**src/rtl/carry_slice_alu.sv**
```systemverilog
// carry_slice_alu: slice-serial ALU with a registered carry between slices.
// One SLICE-bit chunk of a WIDTH-bit operation is processed per clock, so a
// request takes WIDTH/SLICE cycles. Valid/ready handshake on both sides.
// Optional feature macro: CARRY_SLICE_ALU_OVERFLOW_EN (signed-overflow flag).
module carry_slice_alu #(
    parameter int WIDTH = 16,
    parameter int SLICE = 2
) (
    input  logic             aclk,
    input  logic             areset,
    input  logic             rx_valid,
    output logic             rx_ready,
    input  logic [2:0]       rx_opcode,
    input  logic             rx_carryflag,
    input  logic [WIDTH-1:0] rx_operand0,
    input  logic [WIDTH-1:0] rx_operand1,
    output logic             tx_valid,
    input  logic             tx_ready,
    output logic [WIDTH-1:0] tx_result,
    output logic             tx_carryflag,
    output logic             tx_zeroflag,
    output logic             tx_signflag,
    output logic             tx_overflowflag
);

    localparam int NSLICE = (SLICE >= 1) ? (WIDTH / SLICE) : 1;
    localparam int CNT_W  = (NSLICE > 1) ? $clog2(NSLICE) : 1;
    localparam logic [CNT_W-1:0] LAST_SLICE = CNT_W'(NSLICE - 1);

    localparam logic [2:0] OP_NOP = 3'd0;
    localparam logic [2:0] OP_ADC = 3'd1;
    localparam logic [2:0] OP_SBC = 3'd2;
    localparam logic [2:0] OP_ROL = 3'd3;
    localparam logic [2:0] OP_ROR = 3'd4;
    localparam logic [2:0] OP_AND = 3'd5;
    localparam logic [2:0] OP_ORR = 3'd6;
    localparam logic [2:0] OP_EOR = 3'd7;

    if (SLICE < 1 || WIDTH < 2 || (SLICE >= 1 && (WIDTH % SLICE) != 0)) begin : g_param_check
        $error("carry_slice_alu: WIDTH must be >=2 and a multiple of SLICE (SLICE>=1)");
    end

    typedef enum logic [1:0] {IDLE, BUSY, DONE} state_t;

    state_t             state_q, state_d;
    logic [2:0]         op_q;
    logic [WIDTH-1:0]   a_q, b_q, work_q, work_d;
    logic               carry_q, carry_d;
    logic [CNT_W-1:0]   cnt_q, slice_idx;
    int                 base;
    logic [SLICE-1:0]   a_sl, b_sl, b_eff, res_sl;
    logic [SLICE:0]     sum, rol_ext, ror_ext;

    // State register; reset abandons any operation in flight.
    always_ff @(posedge aclk) begin
        if (areset) state_q <= IDLE;
        else        state_q <= state_d;
    end

    // Next-state and handshake outputs: accept only in IDLE, present only in DONE.
    always_comb begin
        state_d  = state_q;
        rx_ready = 1'b0;
        tx_valid = 1'b0;
        case (state_q)
            IDLE: begin
                rx_ready = 1'b1;
                if (rx_valid) state_d = BUSY;
            end
            BUSY: begin
                if (cnt_q == LAST_SLICE) state_d = DONE;
            end
            DONE: begin
                tx_valid = 1'b1;
                if (tx_ready) state_d = IDLE;
            end
            default: state_d = IDLE;
        endcase
    end

    // One slice of the datapath; ROR walks the slices MSB-first so its carry moves downward.
    always_comb begin
        slice_idx = (op_q == OP_ROR) ? (LAST_SLICE - cnt_q) : cnt_q;
        base      = int'(slice_idx) * SLICE;
        a_sl      = a_q[base +: SLICE];
        b_sl      = b_q[base +: SLICE];
        b_eff     = (op_q == OP_SBC) ? ~b_sl : b_sl;
        sum       = {1'b0, a_sl} + {1'b0, b_eff} + (SLICE+1)'(carry_q);
        rol_ext   = {a_sl, carry_q};
        ror_ext   = {carry_q, a_sl};
        res_sl    = a_sl;
        carry_d   = carry_q;
        case (op_q)
            OP_NOP: begin res_sl = a_sl;                 carry_d = carry_q;        end
            OP_ADC,
            OP_SBC: begin res_sl = sum[SLICE-1:0];       carry_d = sum[SLICE];     end
            OP_ROL: begin res_sl = rol_ext[SLICE-1:0];   carry_d = rol_ext[SLICE]; end
            OP_ROR: begin res_sl = ror_ext[SLICE:1];     carry_d = ror_ext[0];     end
            OP_AND: begin res_sl = a_sl & b_sl;          carry_d = carry_q;        end
            OP_ORR: begin res_sl = a_sl | b_sl;          carry_d = carry_q;        end
            OP_EOR: begin res_sl = a_sl ^ b_sl;          carry_d = carry_q;        end
            default: begin res_sl = a_sl;                carry_d = carry_q;        end
        endcase
        work_d = work_q;
        work_d[base +: SLICE] = res_sl;
    end

    // Operand latch, slice sequencing, and result/flag capture on the last slice only.
    always_ff @(posedge aclk) begin
        if (areset) begin
            op_q         <= OP_NOP;
            a_q          <= '0;
            b_q          <= '0;
            carry_q      <= 1'b0;
            cnt_q        <= '0;
            work_q       <= '0;
            tx_result    <= '0;
            tx_carryflag <= 1'b0;
            tx_zeroflag  <= 1'b0;
            tx_signflag  <= 1'b0;
        end else begin
            case (state_q)
                IDLE: begin
                    if (rx_valid) begin
                        op_q    <= rx_opcode;
                        a_q     <= rx_operand0;
                        b_q     <= rx_operand1;
                        carry_q <= rx_carryflag;
                        cnt_q   <= '0;
                        work_q  <= '0;
                    end
                end
                BUSY: begin
                    work_q  <= work_d;
                    carry_q <= carry_d;
                    cnt_q   <= cnt_q + 1'b1;
                    if (cnt_q == LAST_SLICE) begin
                        tx_result    <= work_d;
                        tx_carryflag <= carry_d;
                        tx_zeroflag  <= (work_d == '0);
                        tx_signflag  <= work_d[WIDTH-1];
                    end
                end
                default: ;
            endcase
        end
    end

`ifdef CARRY_SLICE_ALU_OVERFLOW_EN
    logic b_top;
    logic ovf_d;

    // Signed overflow from the operand signs and the sign of the finished result.
    always_comb begin
        b_top = (op_q == OP_SBC) ? ~b_q[WIDTH-1] : b_q[WIDTH-1];
        ovf_d = ((op_q == OP_ADC) || (op_q == OP_SBC)) &&
                (a_q[WIDTH-1] == b_top) && (work_d[WIDTH-1] != a_q[WIDTH-1]);
    end

    // Overflow flag captured alongside the other flags when DONE is entered.
    always_ff @(posedge aclk) begin
        if (areset)
            tx_overflowflag <= 1'b0;
        else if (state_q == BUSY && cnt_q == LAST_SLICE)
            tx_overflowflag <= ovf_d;
    end
`else
    assign tx_overflowflag = 1'b0;
`endif

endmodule

```
**config.mk**
```make
export PLATFORM = sky130hd
export DESIGN_NAME = carry_slice_alu
export DESIGN_NICKNAME = d
export VERILOG_FILES = /design/src/rtl/carry_slice_alu.sv
export SDC_FILE = /design/constraint.sdc
export NUM_CORES = 1
export LEC_CHECK = 0
export CAP_MARGIN = 40
export CORE_MARGIN = 2
export CORE_UTILIZATION = 50
export CTS_CLUSTER_DIAMETER = 80
export DETAILED_ROUTE_END_ITERATION = 8
export GPL_TIMING_DRIVEN = 0
export PLACE_DENSITY = 0.84
export SLEW_MARGIN = 40
export SYNTH_ARGS = -nofsm -noshare
export SYNTH_HDL_FRONTEND = slang
export SYNTH_SLANG_ARGS = --single-unit
```
**constraint.sdc**
```tcl
create_clock -name aclk -period 4.15 [get_ports aclk]
set_clock_uncertainty 0.2 [all_clocks]
set_input_delay 0.83 -clock aclk [delete_from_list [all_inputs] [get_ports aclk]]
set_output_delay 0.83 -clock aclk [all_outputs]
set_load 0.005 [all_outputs]
```
==> reports/metrics.json, run 1 <==
{
  "run_status": {"value": "complete, but fails checks"},
  "violated_checks": {"value": "negative setup slack"},
  "routed-via-count": {"value": 4691},
  "internal-power": {"value": 1.319, "unit": "mW"},
  "synth_enable_flop_cells": {"value": 0},
  "netSwitchingFraction": {"value": 30.35, "unit": "%"},
  "seq_area_frac_synth": {"value": 34.90, "unit": "%"},
  "grt_antenna_before_repair": {"value": 0},
  "dr.first_iter.drc_count": {"value": 438},
  "chipWidth": {"value": 96.76, "unit": "microns"},
  "floorplan_die_area": {"value": 9362, "unit": "sq um"},
  "hold_viol": {"value": 0},
  "synth_mux_area_share": {"value": 4.974, "unit": "%"},
  "dp_hpwl": {"value": 8611, "unit": "microns"},
  "worst-endpoint-required": {"value": 4.18, "unit": "ns"},
  "worst_r2r_startpoint": {"value": "cnt_q[2]"},
  "post-route-period-util": {"value": 106.0, "unit": "%"},
  "critical_path.startpoint": {"value": "cnt_q[2]"},
  "register_area": {"value": 1511, "unit": "sq um"},
  "grt_pass1_wl": {"value": 20000, "unit": "microns"},
  "multi_input_comb_area": {"value": 2766, "unit": "sq um"},
  "clkPwrFrac": {"value": 34.2, "unit": "%"},
  "end_kind": {"value": "flop"},
  "core.rowCount": {"value": 33},
  "core_area": {"value": 8258, "unit": "sq um"},
  "postSynthNetCount": {"value": 612},
  "min_period": {"value": 4.398, "unit": "ns"},
  "clock-sinks": {"value": 75},
  "antenna_left": {"value": 0},
  "cts_root_buffer": {"value": "sky130_fd_sc_hd__clkbuf_8"},
  "seq_power_share": {"value": 40.5, "unit": "%"},
  "power_density_normalized_to_cell_area": {"value": 327.2, "unit": "nW/um^2"},
  "share_of_async_settable_or_async_resettable_flops_after_synthesis": {"value": 0, "unit": "%"},
  "final_util": {"value": 70.08, "unit": "%"},
  "post_layout_net_count": {"value": 709},
  "groute.usage.overall": {"value": 25.60, "unit": "%"},
  "portBuffers": {"value": 59},
  "area_growth_syn_to_layout": {"value": 34.53, "unit": "%"},
  "critical_path.reg2reg.endpoint": {"value": "work_q[15]"},
  "crit_path_max_fanout": {"value": 10},
  "post_detailed_route_drc_marker_count": {"value": 0},
  "total_clock_buffers_created_by_cts": {"value": 9},
  "largest_net_degree_at_the_start_of_global_routing": {"value": 13},
  "worst_skew_pair.late_latency": {"value": 0.36, "unit": "ns"},
  "start_kind": {"value": "flop"},
  "last_weighted_congestion_value_of_the_routability_driven_placer": {"value": 0.9752},
  "ff_latch_count_synth": {"value": 75},
  "post-route-worst-setup-slack": {"value": -0.2481, "unit": "ns"},
  "fraction_of_the_mapped_netlist_area_in_compound_gates": {"value": 24.46, "unit": "%"},
  "synth_top_area_share": {"value": 34.90, "unit": "%"},
  "global_route.overflow_total": {"value": 0},
  "cts_tree": {"value": "done"},
  "max_slew.worst_pin.slew": {"value": 0.6852, "unit": "ns"},
  "cts.path.max_buffers": {"value": 2},
  "timing.fmax": {"value": 227.4, "unit": "MHz"},
  "slew-limit-headroom": {"value": 54.32, "unit": "%"},
  "critPathArrivalTime": {"value": 4.43, "unit": "ns"},
  "synth_simple_gate_area_share": {"value": 25.07, "unit": "%"},
  "synth_fa_ha_area_share": {"value": 3.200, "unit": "%"},
  "reg2reg_setup_slack": {"value": -0.25, "unit": "ns"},
  "cp-endpoint": {"value": "work_q[15]"},
  "layout_commonest_cell": {"value": "sky130_fd_sc_hd__nand2_1"},
  "critical_path_class": {"value": "reg2reg"},
  "post_drt_via_cell_ratio": {"value": 6.092},
  "synth_top_flop_cell": {"value": "sky130_fd_sc_hd__dfxtp_1"},
  "reg2reg_path_depth": {"value": 16},
  "timing_max_transition_violations_final": {"value": 0},
  "combinational_family_with_the_most_area_after_synthesis": {"value": "simple AND/OR/NAND/NOR gates"},
  "layout_common_cells": {"value": "sky130_fd_sc_hd__nand2_1, sky130_fd_sc_hd__dfxtp_1, sky130_fd_sc_hd__nor2_1, sky130_fd_sc_hd__clkdlybuf4s50_1, sky130_fd_sc_hd__a21oi_1"},
  "stdcell_area": {"value": 5787, "unit": "sq um"},
  "synthesis.area": {"value": 4302, "unit": "sq um"},
  "detailed_place.area": {"value": 5056, "unit": "sq um"},
  "synth_top_cells_by_area": {"value": "sky130_fd_sc_hd__dfxtp_1, sky130_fd_sc_hd__nand2_1, sky130_fd_sc_hd__a21oi_1"},
  "worst_ir_drop_vdd": {"value": 0.2024, "unit": "mV"},
  "wirelength": {"value": 13450, "unit": "microns"},
  "cts.htree.levels": {"value": 3},
  "grt_setup_unrepaired": {"value": "true"},
  "drt-pass1-iter-count": {"value": 6},
  "design.portCount": {"value": 62},
  "p_leak": {"value": 2.054, "unit": "nW"},
  "dp_worst_setup_slack": {"value": -0.6116, "unit": "ns"},
  "synth_cell_type_count": {"value": 67},
  "switching_power": {"value": 0.5746, "unit": "mW"},
  "antenna-diode-count": {"value": 0},
  "synthesis.area_per_instance": {"value": 7.641, "unit": "sq um"},
  "comb_power_share": {"value": 25.3, "unit": "%"},
  "path_clk_slew": {"value": 0.08, "unit": "ns"},
  "synth.largest_area_cell": {"value": "sky130_fd_sc_hd__dfxtp_1"},
  "cts-hold-fix-buffers": {"value": 0},
  "finalSetupViolCount": {"value": 17},
  "hold_path_class": {"value": "reg2reg"},
  "floorplan.initialDensity": {"value": 52.09, "unit": "%"},
  "postSynthCellCount": {"value": 563},
  "fillerInstances": {"value": 661},
  "max_capacitance_violation_total": {"value": 0},
  "layout-drive-gt1-share": {"value": 18.20, "unit": "%"},
  "routedWlPerCell": {"value": 17.47, "unit": "microns"},
  "yosys_warning_count": {"value": 0},
  "fp.dieH": {"value": 96.76, "unit": "microns"},
  "first_global_vias": {"value": 4308},
  "yosys.area_share.xor_xnor": {"value": 1.018, "unit": "%"}
}
routing by layer:
layer | track usage (%) | share of wire [%] | wire length (microns) | up-vias
li1 | - | - | - | 2165
met1 | 30.37 | 38 | 5115 | 2199
met2 | 44.66 | 49 | 6603 | 262
met3 | 4.624 | 7.3 | 982 | 65
met4 | 12.03 | 5.6 | 748 | 0
met5 | 0 | 0 | 0 | -
repair_timing:
action	in CTS	in global routing
endpoints found under the setup margin	33	25
endpoints found under the hold margin	0	0
setup buffers	16	13
resized for setup	33	44
gates cloned	0	0
pin swaps	23	14
synthesized netlist by cell type (3+ instances only):
library cell                  n
sky130_fd_sc_hd__nor3b_1      3
sky130_fd_sc_hd__nand3_1     15
sky130_fd_sc_hd__a32oi_1      9
sky130_fd_sc_hd__nand2b_1     8
sky130_fd_sc_hd__clkbuf_1    35
sky130_fd_sc_hd__nor2b_1      9
sky130_fd_sc_hd__o221ai_1     6
sky130_fd_sc_hd__a311oi_1     3
sky130_fd_sc_hd__a2111oi_0    3
sky130_fd_sc_hd__a31oi_1      5
sky130_fd_sc_hd__and2_1       8
sky130_fd_sc_hd__nor2_1      62
sky130_fd_sc_hd__mux2_2       7
sky130_fd_sc_hd__a22oi_1      3
sky130_fd_sc_hd__buf_4        4
sky130_fd_sc_hd__buf_1        3
sky130_fd_sc_hd__a21oi_1     58
sky130_fd_sc_hd__a211oi_1    17
sky130_fd_sc_hd__mux2i_1     12
sky130_fd_sc_hd__nor3_1      13
sky130_fd_sc_hd__nand2_1    102
sky130_fd_sc_hd__o21a_1       3
sky130_fd_sc_hd__ha_1         7
sky130_fd_sc_hd__buf_2        6
sky130_fd_sc_hd__o21ai_0     17
sky130_fd_sc_hd__o22ai_1      6
sky130_fd_sc_hd__o211ai_1     3
sky130_fd_sc_hd__inv_1       11
sky130_fd_sc_hd__xnor2_1      5
sky130_fd_sc_hd__dfxtp_1     75
logic make-up (layout without fill, tap and decap cells):
logic type	count (synthesis)	in the layout
AOI/OAI and AO/OA	152	152
xor gates and xnor gates	5	5
adders and majority gates	10	10
buffers and inverters	62	164
DFF	75	75
muxes	20	20
other	1	1
and+or+nand+nor	238	238
sequential cells by signal, summed over array words and instances, names as in the netlist:
name / cells
a_q: 16
tx_carryflag: 1
work_q: 16
tx_result: 16
carry_q: 1
cnt_q: 3
tx_zeroflag: 1
b_q: 16
state_q: 2
op_q: 3
layout make-up:
class / instances / area share (%)
Tap cell: 105 / 2.270
Buffer: 48 / 4.692
Sequential cell: 75 / 26.12
Inverter: 12 / 0.7784
Multi-Input combinational cell: 426 / 47.81
Clock inverter: 4 / 1.254
Clock buffer: 12 / 2.681
Timing Repair Buffer: 88 / 14.40
power by group through the flow:
stage	logic (mW)	registers, mW	clock network, mW
after floorplan	0.259	0.773	0
after global placement	0.356	0.778	0
after detailed placement	0.369	0.780	0
after CTS	0.422	0.765	0.645
after global routing	0.514	0.769	0.674
final	0.479	0.766	0.648
worst max-delay path, cell delays in order, from the launching register on:
cell and delay [ns]:
sky130_fd_sc_hd__dfxtp_1 0.42, sky130_fd_sc_hd__buf_4 0.22, sky130_fd_sc_hd__buf_6 0.18, sky130_fd_sc_hd__mux2_2 0.35, sky130_fd_sc_hd__o21ai_1 0.17, sky130_fd_sc_hd__a311oi_2 0.10
sky130_fd_sc_hd__nor3_4 0.35, sky130_fd_sc_hd__xnor2_2 0.12, sky130_fd_sc_hd__fa_2 0.40, sky130_fd_sc_hd__fa_1 0.46, sky130_fd_sc_hd__maj3_2 0.33, sky130_fd_sc_hd__o221ai_4 0.17
sky130_fd_sc_hd__a31o_2 0.14, sky130_fd_sc_hd__o221a_4 0.28, sky130_fd_sc_hd__nor3_4 0.07, sky130_fd_sc_hd__a32oi_1 0.24, sky130_fd_sc_hd__nor2_1 0.07
worst min path at each step:
stage                 startpoint           end  slack [ns]  cells after the start
floorplan                 a_q[8]        a_q[8]        0.24                      2
global placement    tx_result[0]  tx_result[0]        0.25                      2
detailed placement        b_q[3]        b_q[3]        0.25                      2
CTS                       b_q[3]        b_q[3]        0.26                      2
global route        tx_result[0]  tx_result[0]        0.27                      2
finish              tx_result[8]  tx_result[8]        0.26                      2
metrics by stage:
step | std cells | hold slack [ns] | TNS (ns) | power [mW]
floorplan | 563 | 0.2361 | 0 | 1.032
global placement | 727 | 0.2463 | -10.23 | 1.134
detailed placement | 727 | 0.2522 | -13.32 | 1.149
CTS | 757 | 0.2632 | -3.624 | 1.832
global route | 770 | 0.2696 | -5.945 | 1.957
finish | 770 | 0.2637 | -3.303 | 1.893
(Power assumes the default switching activity.)
==> run 2: changes to the inputs <==
==> constraint.sdc (replaced) <==
create_clock -name aclk -period 3.6 [get_ports aclk]
set_clock_uncertainty 0.2 [all_clocks]
set_input_delay 0.72 -clock aclk [delete_from_list [all_inputs] [get_ports aclk]]
set_output_delay 0.72 -clock aclk [all_outputs]
set_load 0.005 [all_outputs]
==> reports/metrics.json, run 2 (synthesis results as in run 1) <==
{
  "max_capacitance_violation_total": {"value": 0, "change": "unchanged"},
  "cts.htree.levels": {"value": 3, "change": "unchanged"},
  "violated_checks": {"value": "negative setup slack"},
  "area_growth_syn_to_layout": {"value": 32.72, "unit": "%"},
  "last_weighted_congestion_value_of_the_routability_driven_placer": {"value": 0.9697, "change": "-0.56%"},
  "reg2reg_path_depth": {"value": 18, "change": "+2"},
  "reg2reg_setup_slack": {"value": -0.80, "unit": "ns", "change": "-0.55 ns"},
  "critPathArrivalTime": {"value": 4.43, "unit": "ns", "change": "about the same"},
  "worst-endpoint-required": {"value": 3.63, "unit": "ns", "change": "-0.55 ns"},
  "core.rowCount": {"value": 33, "change": "unchanged"},
  "design.portCount": {"value": 62, "change": "unchanged"},
  "post_detailed_route_drc_marker_count": {"value": 0, "change": "unchanged"},
  "max_slew.worst_pin.slew": {"value": 0.6439, "unit": "ns", "change": "-0.04129 ns"},
  "layout-drive-gt1-share": {"value": 18.13, "unit": "%", "change": "-0.069 points"},
  "wirelength": {"value": 12910, "unit": "microns", "change": "-4.0%"},
  "portBuffers": {"value": 59, "change": "unchanged"},
  "grt_pass1_wl": {"value": 19770, "unit": "microns", "change": "-1.2%"},
  "worst_r2r_startpoint": {"value": "op_q[0]"},
  "grt_setup_unrepaired": {"value": "true"},
  "timing_max_transition_violations_final": {"value": 0, "change": "unchanged"},
  "floorplan_die_area": {"value": 9362, "unit": "sq um", "change": "unchanged"},
  "post_layout_net_count": {"value": 707, "change": "-0.28%"},
  "critical_path.startpoint": {"value": "op_q[0]"},
  "post-route-worst-setup-slack": {"value": -0.7953, "unit": "ns", "change": "-0.5471 ns"},
  "global_route.overflow_total": {"value": 0, "change": "unchanged"},
  "drt-pass1-iter-count": {"value": 5, "change": "-1"},
  "grt_antenna_before_repair": {"value": 0, "change": "unchanged"},
  "worst_skew_pair.late_latency": {"value": 0.35, "unit": "ns", "change": "about the same"},
  "critical_path_class": {"value": "reg2reg"},
  "layout_common_cells": {"value": "sky130_fd_sc_hd__nand2_1, sky130_fd_sc_hd__dfxtp_1, sky130_fd_sc_hd__nor2_1"},
  "cts.path.max_buffers": {"value": 2, "change": "unchanged"},
  "crit_path_max_fanout": {"value": 7, "change": "-3"},
  "min_period": {"value": 4.395, "unit": "ns", "change": "-0.002853 ns"},
  "groute.usage.overall": {"value": 25.35, "unit": "%", "change": "-0.25 points"},
  "chipWidth": {"value": 96.76, "unit": "microns", "change": "unchanged"},
  "dp_worst_setup_slack": {"value": -1.180, "unit": "ns", "change": "-0.5682 ns"},
  "fillerInstances": {"value": 664, "change": "+0.45%"},
  "dr.first_iter.drc_count": {"value": 445, "change": "+1.6%"},
  "antenna_left": {"value": 0, "change": "unchanged"},
  "cts_root_buffer": {"value": "sky130_fd_sc_hd__clkbuf_8"},
  "hold_viol": {"value": 0, "change": "unchanged"},
  "hold_path_class": {"value": "reg2reg"},
  "path_clk_slew": {"value": 0.08, "unit": "ns", "change": "about the same"},
  "core_area": {"value": 8258, "unit": "sq um", "change": "unchanged"},
  "worst_ir_drop_vdd": {"value": 0.2661, "unit": "mV", "change": "+32%"},
  "largest_net_degree_at_the_start_of_global_routing": {"value": 13, "change": "unchanged"},
  "p_leak": {"value": 2.044, "unit": "nW", "change": "-0.46%"},
  "post-route-period-util": {"value": 122.1, "unit": "%", "change": "+16 points"},
  "cts_tree": {"value": "done"},
  "power_density_normalized_to_cell_area": {"value": 354.5, "unit": "nW/um^2", "change": "+8.3%"},
  "timing.fmax": {"value": 227.5, "unit": "MHz", "change": "about the same"},
  "run_status": {"value": "complete, but fails checks"},
  "routedWlPerCell": {"value": 16.83, "unit": "microns", "change": "-3.7%"},
  "layout_commonest_cell": {"value": "sky130_fd_sc_hd__nand2_1"},
  "start_kind": {"value": "flop"},
  "total_clock_buffers_created_by_cts": {"value": 9, "change": "unchanged"},
  "floorplan.initialDensity": {"value": 52.09, "unit": "%", "change": "unchanged"},
  "slew-limit-headroom": {"value": 57.07, "unit": "%", "change": "+2.8 points"},
  "worstHoldPathCells": {"value": 2, "change": "unchanged"},
  "post_drt_via_cell_ratio": {"value": 6.012, "change": "-1.3%"},
  "final_util": {"value": 69.14, "unit": "%", "change": "-0.94 points"},
  "routed-via-count": {"value": 4611, "change": "-1.7%"},
  "fp.dieH": {"value": 96.76, "unit": "microns", "change": "unchanged"},
  "finalSetupViolCount": {"value": 35, "change": "+18"},
  "end_kind": {"value": "flop"},
  "antenna-diode-count": {"value": 0, "change": "unchanged"},
  "clock-sinks": {"value": 75, "change": "unchanged"},
  "cts-hold-fix-buffers": {"value": 0, "change": "unchanged"},
  "dp_hpwl": {"value": 8772, "unit": "microns", "change": "+1.9%"},
  "worst_hold_path_startpoint": {"value": "tx_result[0]"},
  "first_global_vias": {"value": 4327, "change": "+0.44%"}
}
## run 2: cell count changes in the layout (fill, tap and decap cells not counted), sizes merged
cell	delta
bufinv	-2
clkinv	+2
clkbuf	-1
clkinvlp	+1
buf	-3
## run 2: path summary, 6_finish.rpt
check / end
max: work_q[7]
min: tx_result[0]
max reg2reg: work_q[7]
min reg2reg: tx_result[0]
## run 2: metal layers
metal / global-route usage, % / wire length [microns]
met4: 10.94 / 514
met3: 5.564 / 892
met1: 28.81 / 4866
met2: 45.46 / 6633
met5: 0 / 0
## run 2: power by group
| part | switching (mW) | internal [mW] | total [mW] |
|---|---|---|---|
| combinational | 0.314 | 0.244 | 0.558 |
| clock | 0.321 | 0.261 | 0.582 |
| sequential | 0.0264 | 0.857 | 0.883 |
## run 2: cell type report
type / count / area (sq um) / share of cell area, %
Buffer: 49 / 299.0 / 5.238
Clock inverter: 5 / 30.03 / 0.5260
Multi-Input combinational cell: 426 / 2761 / 48.37
Clock buffer: 10 / 137.6 / 2.411
Sequential cell: 75 / 1508 / 26.41
Inverter: 12 / 45.04 / 0.7890
Timing Repair Buffer: 85 / 797.0 / 13.96
Tap cell: 105 / 131.4 / 2.301
## run 2: through the flow
step	hold WS [ns]	setup TNS, ns	power, mW	cell area [sq um]	cells
finish	0.2576	-16.91	2.024	5709	767
global route	0.2819	-23.83	2.100	5709	767
CTS	0.2606	-15.54	1.967	5538	757
detailed placement	0.2494	-28.99	1.333	5069	727
global placement	0.2439	-25.46	1.312	5069	727
floorplan	0.2361	-10.55	1.195	4347	563
## run 2: repair_timing
item | 4_1_cts | 5_1_grt
gates resized for setup | 46 | 23
buffers inserted | 16 | 10
pin swaps | 23 | 18
endpoints found under the setup margin | 35 | 35
cloned | 0 | 0
## run 2: worst max-delay path: stages (launching register included)
cell and delay, ns:
sky130_fd_sc_hd__dfxtp_2 0.35, sky130_fd_sc_hd__or3b_4 0.44, sky130_fd_sc_hd__buf_8 0.16, sky130_fd_sc_hd__nor3_1 0.20
sky130_fd_sc_hd__a211oi_1 0.09, sky130_fd_sc_hd__a21oi_1 0.16, sky130_fd_sc_hd__nor2_2 0.08, sky130_fd_sc_hd__nor3_4 0.25
sky130_fd_sc_hd__xnor2_2 0.11, sky130_fd_sc_hd__fa_2 0.39, sky130_fd_sc_hd__fa_1 0.50, sky130_fd_sc_hd__maj3_2 0.32
sky130_fd_sc_hd__o221ai_2 0.16, sky130_fd_sc_hd__buf_4 0.14, sky130_fd_sc_hd__o221a_4 0.24, sky130_fd_sc_hd__nor3_4 0.07
sky130_fd_sc_hd__buf_4 0.16, sky130_fd_sc_hd__a32oi_2 0.21, sky130_fd_sc_hd__nor2_1 0.05
